### src/rtl/coin_acceptor_if.sv
// Signal bundle between the raw coin sensors / vending FSM and the coin acceptor front end.
// The acceptor uses the slave modport; the environment driving sensors uses master.
interface coin_acceptor_if;
   logic       coin5_raw;
   logic       coin10_raw;
   logic       enable;
   logic       clr_total;
   logic [1:0] coin_code;
   logic       reject;
   logic [7:0] total_rs;
   logic       busy;

   modport slave (
      input  coin5_raw,
      input  coin10_raw,
      input  enable,
      input  clr_total,
      output coin_code,
      output reject,
      output total_rs,
      output busy
   );

   modport master (
      output coin5_raw,
      output coin10_raw,
      output enable,
      output clr_total,
      input  coin_code,
      input  reject,
      input  total_rs,
      input  busy
   );
endinterface

### src/rtl/coin_acceptor.sv
// Coin sensor front end: synchronises and debounces the raw sensor lines, then emits one
// coin code (or reject) pulse per physical coin and keeps a saturating inserted-value total.
module coin_acceptor #(
   parameter int DEBOUNCE_CYC = 4,
   parameter int HOLDOFF_CYC  = 8
) (
   input logic            clk,
   input logic            rst,
   coin_acceptor_if.slave bus
);

   localparam int CNT_MAX = (DEBOUNCE_CYC > HOLDOFF_CYC) ? DEBOUNCE_CYC : HOLDOFF_CYC;
   localparam int CNT_W   = (CNT_MAX > 1) ? $clog2(CNT_MAX) : 1;
   localparam logic [CNT_W-1:0] DEB_LAST  = CNT_W'(DEBOUNCE_CYC - 1);
   localparam logic [CNT_W-1:0] HOLD_LAST = CNT_W'(HOLDOFF_CYC - 1);

   localparam logic [1:0] IDLE     = 2'd0;
   localparam logic [1:0] DEBOUNCE = 2'd1;
   localparam logic [1:0] RELEASE  = 2'd2;
   localparam logic [1:0] HOLDOFF  = 2'd3;

   logic [1:0]       sync1;
   logic [1:0]       s;
   logic [1:0]       samp;
   logic [1:0]       samp_nxt;
   logic [1:0]       state;
   logic [1:0]       state_nxt;
   logic [CNT_W-1:0] cnt;
   logic [CNT_W-1:0] cnt_nxt;
   logic             accept;
   logic             refuse;
   logic [8:0]       coin_val;
   logic [8:0]       sum;
   logic [7:0]       total_nxt;

   // The sampled pair must stay unchanged for the whole debounce window, otherwise it is a glitch.
   always_comb begin
      state_nxt = state;
      cnt_nxt   = cnt;
      samp_nxt  = samp;
      accept    = 1'b0;
      refuse    = 1'b0;
      case (state)
         IDLE: begin
            if (s != 2'b00) begin
               state_nxt = DEBOUNCE;
               samp_nxt  = s;
               cnt_nxt   = '0;
            end
         end
         DEBOUNCE: begin
            if (s != samp) begin
               state_nxt = IDLE;
            end else if (cnt == DEB_LAST) begin
               state_nxt = RELEASE;
               cnt_nxt   = '0;
               if (samp == 2'b11 || !bus.enable) refuse = 1'b1;
               else                              accept = 1'b1;
            end else begin
               cnt_nxt = cnt + 1'b1;
            end
         end
         RELEASE: begin
            if (s == 2'b00) begin
               if (cnt == DEB_LAST) begin
                  state_nxt = HOLDOFF;
                  cnt_nxt   = '0;
               end else begin
                  cnt_nxt = cnt + 1'b1;
               end
            end else begin
               cnt_nxt = '0;
            end
         end
         HOLDOFF: begin
            if (cnt == HOLD_LAST) begin
               state_nxt = IDLE;
               cnt_nxt   = '0;
            end else begin
               cnt_nxt = cnt + 1'b1;
            end
         end
         default: begin
            state_nxt = IDLE;
            cnt_nxt   = '0;
         end
      endcase
   end

   // A clear coinciding with an accept wipes the old total before the new coin is added.
   always_comb begin
      coin_val  = (samp == 2'b01) ? 9'd5 : 9'd10;
      sum       = (bus.clr_total ? 9'd0 : {1'b0, bus.total_rs}) + (accept ? coin_val : 9'd0);
      total_nxt = (sum > 9'd255) ? 8'd255 : sum[7:0];
   end

   always_ff @(posedge clk) begin
      if (rst) begin
         sync1         <= 2'b00;
         s             <= 2'b00;
         samp          <= 2'b00;
         state         <= IDLE;
         cnt           <= '0;
         bus.coin_code <= 2'b00;
         bus.reject    <= 1'b0;
         bus.total_rs  <= 8'd0;
         bus.busy      <= 1'b0;
      end else begin
         sync1         <= {bus.coin10_raw, bus.coin5_raw};
         s             <= sync1;
         samp          <= samp_nxt;
         state         <= state_nxt;
         cnt           <= cnt_nxt;
         bus.coin_code <= accept ? samp : 2'b00;
         bus.reject    <= refuse;
         bus.total_rs  <= total_nxt;
         bus.busy      <= (state_nxt != IDLE);
      end
   end

endmodule

### src/flat_wrapper.sv
// flat-port wrapper written by rule: the top's interface ports become plain ports
module coin_acceptor_flat 
#(
   parameter int DEBOUNCE_CYC = 4,
   parameter int HOLDOFF_CYC  = 8
)
  (clk, rst, bus_coin5_raw, bus_coin10_raw, bus_enable, bus_clr_total, bus_coin_code, bus_reject, bus_total_rs, bus_busy);
  coin_acceptor_if bus_i ();
  input logic clk;
  input logic rst;
  input wire logic [$bits(bus_i.coin5_raw)-1:0] bus_coin5_raw;
  input wire logic [$bits(bus_i.coin10_raw)-1:0] bus_coin10_raw;
  input wire logic [$bits(bus_i.enable)-1:0] bus_enable;
  input wire logic [$bits(bus_i.clr_total)-1:0] bus_clr_total;
  output wire logic [$bits(bus_i.coin_code)-1:0] bus_coin_code;
  output wire logic [$bits(bus_i.reject)-1:0] bus_reject;
  output wire logic [$bits(bus_i.total_rs)-1:0] bus_total_rs;
  output wire logic [$bits(bus_i.busy)-1:0] bus_busy;
  assign bus_i.coin5_raw = bus_coin5_raw;
  assign bus_i.coin10_raw = bus_coin10_raw;
  assign bus_i.enable = bus_enable;
  assign bus_i.clr_total = bus_clr_total;
  assign bus_coin_code = bus_i.coin_code;
  assign bus_reject = bus_i.reject;
  assign bus_total_rs = bus_i.total_rs;
  assign bus_busy = bus_i.busy;
  coin_acceptor #(.DEBOUNCE_CYC(DEBOUNCE_CYC), .HOLDOFF_CYC(HOLDOFF_CYC)) u_core (.clk(clk), .rst(rst), .bus(bus_i));
endmodule
### config.mk
export PLATFORM = sky130hd
export DESIGN_NAME = coin_acceptor_flat
export DESIGN_NICKNAME = d
export VERILOG_FILES = /design/src/rtl/coin_acceptor_if.sv /design/src/rtl/coin_acceptor.sv /design/src/flat_wrapper.sv
export SDC_FILE = /design/constraint.sdc
export NUM_CORES = 1
export LEC_CHECK = 0
export BUFFER_PORTS_ARGS = -buffer_cell sky130_fd_sc_hd__buf_2
export CORE_MARGIN = 3
export CORE_UTILIZATION = 50
export DETAILED_ROUTE_END_ITERATION = 10
export GPL_TIMING_DRIVEN = 0
export PLACE_DENSITY = 0.74
export SYNTH_ARGS = -nofsm -noshare
export SYNTH_HDL_FRONTEND = slang
export SYNTH_SLANG_ARGS = --single-unit
### constraint.sdc
create_clock -name clk -period 2.7 [get_ports clk]
set_input_delay 0.54 -clock clk [delete_from_list [all_inputs] [get_ports clk]]
set_output_delay 0.54 -clock clk [all_outputs]
set_load 0.02 [all_outputs]
==> flow_summary_export.csv, run 1 <==
group,metric,value,unit
critical_path,cpPeakStageDelay,0.40,ns
cells_and_area,antenna_cells,0,
yosys,synth_edf_count,0,
yosys,syn_inst,155,
global_route,grt-ovfl-total,0,
floorplan,die_w,56.97,um
clocking,clock_latency,0.32,ns
clocking,cts.clk_slew.worst_paths,0.13,ns
global_route,grt_start_max_net_pins,14,
global_route,antenna_found_initial,0,
yosys,yosysUniqueCellTypes,41,
yosys,synth_commonest_cells,"23 x dfxtp_1, 13 x nand2_1, 13 x nor2_1, 12 x a21oi_1, 9 x nor2b_1",
routing,drc,0,
critical_path,critPathArrivalTime,2.86,ns
pwr,finalPower,0.5990,mW
clocking,numCtsBuffers,3,
critical_path,crit_top_cell,"ha_4",
floorplan,start_util,55.51,%
clocking,cts_tree,"built",
critical_path,start_kind,"flop",
yosys,synth_most_common_cell,"dfxtp_1",
critical_path,r2r-start,"u_core.cnt[1]",
floorplan,num_rows,17,
clocking,cts-hold-fix-buffers,0,
critical_path,r2r_setup_slack,0.09,ns
flow_run,maxCapViolCount,0,
routing,met3_length,184,um
cells_and_area,fillCellCount,191,
worst_hold_path,min_path_type,"input pin to flop",
pwr,clockPowerShare,28.0,%
cells_and_area,layout.nets,201,
timing,rsz0062_at_grt,"yes",
critical_path,cp_num_buf_inv,0,
placed_design,place.detailed.hpwl,2038,um
routing,dr.pass1.iters,6,
clocking,h-tree-depth,1,
timing,fin_hold_ws,0.4140,ns
timing,skew,0.002577,ns
placed_design,portBuffers,17,
floorplan,ios,18,
placed_design,placed_cell_area,1424,um^2
pwr,p_leak,0.6570,nW
critical_path,worstPathMaxFanout,4,
routing,highest_layer,"met4",
critical_path,reg2reg_to,"u_core.bus.total_rs[5]",
floorplan,core_area,2340,um^2
routing,m1WireLength,1522,um
yosys,avgSynthCellArea,8.379,um^2
timing,period_minus_slack,2.606,ns
pwr,irDropWorstVdd,416.6,uV
yosys,yosysTopAreaCell,"dfxtp_1",
global_route,grt_pass1_wl,4988,um
critical_path,critPathTopFamily,"simple AND/OR/NAND/NOR gates",
routing,initialDrtViolationCount,74,
yosys,synth_area,1299,um^2
cells_and_area,drive_above_1_share,26.60,%
critical_path,cp.required,2.96,ns
critical_path,cp.depth,11,
cells_and_area,design_area,1623,um^2
yosys,ys_top_cells_by_area,"dfxtp_1 35%, ha_1 5.8%, a21oi_1 4.6%",
yosys,netlist.area_leader.share,35.45,%
pwr,p_int,0.4329,mW
yosys,async_flop_share,0,%
floorplan,dieHeight,56.97,um
pwr,p_seq_share,59.5,%
worst_hold_path,hold_start,"rst",
routing,wirelength,3117,um
routing,viasPerCell,5.769,
floorplan,fp.dieArea,3245,um^2
timing,max-slew-margin-rel,67.06,%
critical_path,rr_worst_depth,11,
global_route,grt_pass1_vias,1101,
clocking,cts.sinks,23,
yosys,synthFlopType,"dfxtp_1",
global_route,grt_use_total,19.19,%
clocking,cts_buffer_depth,2,
timing,finalSetupViolCount,0,
timing,tightest_slew,0.4903,ns
run_status,outcome,"finished, final reports clean",
timing,maxSlewViolCount,0,
cells_and_area,syn2layout_area_growth,24.95,%
cells_and_area,final_util,69.36,%
timing,fmax,383.8,MHz
timing,timing.final.hold_violations,0,
pwr,powerDensity,369.1,nW/um^2
routing,met2_length,1337,um
routing,drt.antenna.violating_nets,0,
routing,vias,1246,
worst_hold_path,min_to,"u_core.state[0]",
critical_path,path_cells,"ha_4, ha_4, nand4b_4, nor4b_4, ha_2, nor2_1, o32a_1, o21ai_2, a22oi_1, or4_1, a31oi_1",
pwr,comb_power_share,12.5,%
critical_path,path_class,"flop to flop",
clocking,clockRootBuffer,"clkbuf_4",
pwr,power.net_switching,0.1661,mW
worst_hold_path,whs_path_depth,2,
placed_design,gp_congestion,0.9278,
critical_path,endpoint_kind,"flop",
yosys,yosysSeqAreaShare,35.45,%
routing,wl_per_cell,14.43,um
critical_path,startpoint,"u_core.cnt[1]",
yosys,ys_ff_latch,23,
yosys,ys_warn_count,0,
pwr,swShare,27.73,%
yosys,syn_nets,167,
timing,period_share,96.50,%
critical_path,critPathSlowestCell,"or4_1",
power by group through the flow:
stage / Sequential [mW] / Clock [mW] / Combinational [mW]
global placement: 0.362 / 0 / 0.0662
floorplan: 0.363 / 0 / 0.0494
finish: 0.357 / 0.167 / 0.0750
global route: 0.357 / 0.177 / 0.0831
detailed placement: 0.362 / 0 / 0.0669
CTS: 0.356 / 0.171 / 0.0685
routing by layer:
layer	global-route usage, %	up-vias
met5	0	-
li1	-	626
met3	4.072	9
met4	8.609	0
met2	27.08	43
met1	27.99	568
per-stage QoR:
stage	setup WS [ns]	instances	setup TNS, ns
floorplan	0.02135	155	0
global placement	-0.2742	200	-0.9722
detailed placement	-0.2820	200	-1.008
CTS	-0.07570	211	-0.07570
global route	-0.1056	216	-0.2626
finish	0.09439	216	0
cells in the final DEF, fill, tap and decap left out, types with 2 or more instances in the layout:
cell / count
buf_2: 17
o21ai_0: 4
a221oi_1: 2
dfxtp_1: 21
or2_1: 2
nor2_1: 13
mux2i_1: 2
a21oi_1: 11
ha_1: 3
nor2b_1: 9
a31oi_1: 3
nand2_1: 13
nand2b_1: 4
xor2_1: 2
o32a_1: 2
buf_4: 11
o21ai_2: 2
a211oi_1: 4
o21a_1: 2
clkbuf_1: 5
inv_1: 8
nor3_1: 5
nand3_1: 5
clkbuf_4: 4
ha_4: 2
o21bai_1: 2
xnor2_1: 4
dfxtp_2: 2
worst max path at each step:
stage,end
after floorplan,u_core.bus.total_rs[5]
after global placement,u_core.bus.total_rs[5]
after detailed placement,u_core.bus.total_rs[5]
after CTS,u_core.bus.total_rs[5]
after global routing,u_core.bus.total_rs[5]
final,u_core.bus.total_rs[5]
repair_timing:
item | in CTS | in global routing
pin swaps | 8 | 11
buffers inserted | 7 | 5
gates resized for setup | 7 | 9
setup endpoints to repair | 8 | 8
state kept, by name, indices dropped and copies added, names as in the netlist:
signal	cells
u_core.s	2
u_core.state	2
u_core.bus.reject	1
u_core.samp	2
u_core.sync1	2
u_core.bus.busy	1
u_core.bus.coin_code	2
u_core.bus.total_rs	8
u_core.cnt	3
kinds of logic (layout without fill, tap and decap cells):
| logic type | Yosys count | after routing | synth area share [%] |
|---|---|---|---|
| AO/OA/AOI/OAI | 42 | 42 | 21.29 |
| AND/OR/NAND/NOR | 61 | 61 | 27.07 |
| adder cells (fa/ha/maj) | 6 | 6 | 5.780 |
| flip-flops | 23 | 23 | 35.45 |
| multiplexers | 2 | 2 | 1.541 |
| XOR/XNOR | 7 | 7 | 4.721 |
| buffers and inverters | 14 | 47 | 4.142 |
area by class of cell:
| class | instances | area (um^2) | area share (%) |
|---|---|---|---|
| multi-input combinational | 118 | 862.1 | 53.12 |
| clock buffer | 3 | 22.52 | 1.388 |
| buffer | 6 | 26.28 | 1.619 |
| timing repair buffer | 29 | 178.9 | 11.03 |
| inverter | 8 | 30.03 | 1.850 |
| tap | 28 | 35.03 | 2.159 |
| clock inverter | 1 | 5.005 | 0.3084 |
| sequential | 23 | 462.9 | 28.53 |
No activity file was read; power rests on OpenSTA's default activity.
==> run 2, diff against run 1 <==
--- a/config.mk
+++ b/config.mk
@@ -7,10 +7,10 @@
 export LEC_CHECK = 0
 export BUFFER_PORTS_ARGS = -buffer_cell sky130_fd_sc_hd__buf_2
 export CORE_MARGIN = 3
-export CORE_UTILIZATION = 50
+export CORE_UTILIZATION = 55
 export DETAILED_ROUTE_END_ITERATION = 10
 export GPL_TIMING_DRIVEN = 0
-export PLACE_DENSITY = 0.74
+export PLACE_DENSITY = 0.77
 export SYNTH_ARGS = -nofsm -noshare
 export SYNTH_HDL_FRONTEND = slang
 export SYNTH_SLANG_ARGS = --single-unit
==> constraint.sdc (replaced) <==
create_clock -name clk -period 2.8 [get_ports clk]
set_input_delay 0.56 -clock clk [delete_from_list [all_inputs] [get_ports clk]]
set_output_delay 0.56 -clock clk [all_outputs]
set_load 0.02 [all_outputs]
==> flow_summary_export.csv, run 2 (synthesized netlist as in run 1, its figures left out) <==
group,metric,value,unit
global_route,antenna_found_initial,0,
critical_path,critPathArrivalTime,3.02,ns
pwr,power.net_switching,0.1517,mW
floorplan,die_w,54.60,um
clocking,cts_tree,"built",
cells_and_area,antenna_cells,0,
timing,finalSetupViolCount,0,
floorplan,start_util,61.79,%
routing,drc,0,
clocking,cts.sinks,23,
timing,tightest_slew,0.5212,ns
worst_hold_path,min_path_type,"input pin to flop",
timing,period_minus_slack,2.771,ns
cells_and_area,final_util,75.89,%
cells_and_area,regMostFlops,"u_core.bus.total_rs",
timing,period_share,98.97,%
critical_path,rr_worst_depth,11,
cells_and_area,reg_top3,"u_core.bus.total_rs: 8 flops, u_core.cnt: 3 flops",
critical_path,reg2reg_to,"u_core.bus.total_rs[5]",
critical_path,critPathSlowestCell,"or4_1",
timing,setup_tns,0,ns
clocking,cts.clk_slew.worst_paths,0.12,ns
global_route,grt_pass1_vias,1034,
floorplan,core_area,2102,um^2
timing,skew,0.0008922,ns
critical_path,start_kind,"flop",
routing,dr.pass1.iters,4,
routing,vias,1272,
routing,viasPerCell,6.028,
floorplan,dieHeight,54.60,um
global_route,grt_pass1_wl,4698,um
clocking,numCtsBuffers,3,
flow_run,maxCapViolCount,0,
routing,wirelength,3090,um
pwr,p_leak,0.6363,nW
pwr,comb_power_share,12.3,%
critical_path,r2r_setup_slack,0.03,ns
cells_and_area,drive_above_1_share,25.00,%
timing,rsz0062_at_grt,"yes",
cells_and_area,layout.nets,197,
cells_and_area,design_area,1595,um^2
timing,timing.final.hold_violations,0,
global_route,grt_start_max_net_pins,14,
critical_path,crit_top_cell,"ha_4",
routing,initialDrtViolationCount,53,
pwr,swShare,26.79,%
clocking,clockRootBuffer,"clkbuf_4",
floorplan,fp.dieArea,2981,um^2
critical_path,endpoint_kind,"flop",
clocking,clock_latency,0.31,ns
cells_and_area,largest_register_ffs,8,
critical_path,path_cells,"ha_4, ha_4, nand4b_4, nor4b_4, ha_2, nor2_2, o32a_1, o21ai_2, a22oi_1, or4_1, a31oi_1",
run_status,outcome,"finished, final reports clean",
cells_and_area,final_common_cell,"dfxtp_1",
critical_path,cp-endpoint,"u_core.bus.total_rs[5]",
routing,drt.antenna.violating_nets,0,
timing,max-slew-margin-rel,65.25,%
critical_path,startpoint,"u_core.cnt[1]",
floorplan,ios,18,
global_route,grt-ovfl-total,0,
critical_path,critPathTopFamily,"simple AND/OR/NAND/NOR gates",
placed_design,gp_congestion,0.8860,
timing,maxSlewViolCount,0,
pwr,p_int,0.4145,mW
critical_path,r2r-start,"u_core.cnt[1]",
critical_path,cp_num_buf_inv,0,
critical_path,path_class,"flop to flop",
cells_and_area,layout_common_cells,"21 x dfxtp_1, 18 x buf_2, 13 x nand2_1",
routing,wl_per_cell,14.64,um
placed_design,place.detailed.hpwl,2073,um
critical_path,cp.required,3.05,ns
critical_path,worstPathMaxFanout,4,
critical_path,cpPeakStageDelay,0.40,ns
timing,fmax,360.9,MHz
pwr,clockPowerShare,26.9,%
placed_design,portBuffers,17,
clocking,cts-hold-fix-buffers,0,
floorplan,num_rows,16,
clocking,h-tree-depth,1,
pwr,irDropWorstVdd,273.7,uV
critical_path,cp.depth,11,
clocking,cts_buffer_depth,2,
pwr,p_seq_share,60.7,%
cells_and_area,syn2layout_area_growth,22.83,%
global_route,grt_use_total,21.73,%
pwr,powerDensity,354.9,nW/um^2
placed_design,placed_cell_area,1418,um^2
[run 2: worst reg2reg max path, delay by kind of cell, from the launching register on]
kind                     cells  cell delay [ns]
AO/OA/AOI/OAI                4             0.83
adder cells (fa/ha/maj)      3             0.56
flip-flops                   1             0.38
AND/OR/NAND/NOR              4             0.94
[run 2: stage by stage]
stage	total power, mW	instances	hold slack [ns]	worst slack [ns]
floorplan	0.3975	155	0.4138	0.02411
finish	0.5662	211	0.4461	0.02892
global placement	0.4133	199	0.4268	-0.2297
detailed placement	0.4149	199	0.4247	-0.2699
CTS	0.5666	205	0.4425	0.02263
global route	0.5941	211	0.4349	-0.1115
[run 2: layer usage]
| metal | up-vias | wire length (um) | global-route usage [%] |
|---|---|---|---|
| met5 | - | 0 | 0 |
| met4 | 0 | 68 | 9.129 |
| met3 | 9 | 217 | 2.452 |
| met2 | 68 | 1466 | 33.07 |
| met1 | 580 | 1338 | 30.68 |
| li1 | 615 | - | - |
[run 2: cell type report]
type,count,area [um^2]
plain buffers,6,23.77
clock buffers,3,22.52
clock inverters,1,5.005
fillers,161,506.7
inverters,8,30.03
multi-input cells,118,872.1
flip-flops and latches,23,462.9
well taps,27,33.78
repair buffers,25,145.1
[run 2: repair_timing]
item,in CTS,in global routing
gates resized for setup,6,13
pin swaps,2,13
setup endpoints to repair,7,7
setup buffers,2,6
[run 2: worst min-delay path by stage]
stage,startpoint,endpoint,depth (start not counted)
after global placement,u_core.sync1[0],u_core.s[0],1
after global routing,rst,u_core.state[1],2
after floorplan,u_core.sync1[0],u_core.s[0],1
final,bus_coin5_raw,u_core.sync1[0],2
after detailed placement,u_core.sync1[1],u_core.s[1],1
after CTS,bus_coin5_raw,u_core.sync1[0],2
[run 2: power by group through the flow]
stage | Combinational (mW) | Clock, mW | Sequential, mW
after floorplan | 0.0477 | 0 | 0.350
after global placement | 0.0639 | 0 | 0.349
after detailed placement | 0.0654 | 0 | 0.349
after CTS | 0.0669 | 0.157 | 0.343
after global routing | 0.0762 | 0.172 | 0.346
final | 0.0698 | 0.153 | 0.344
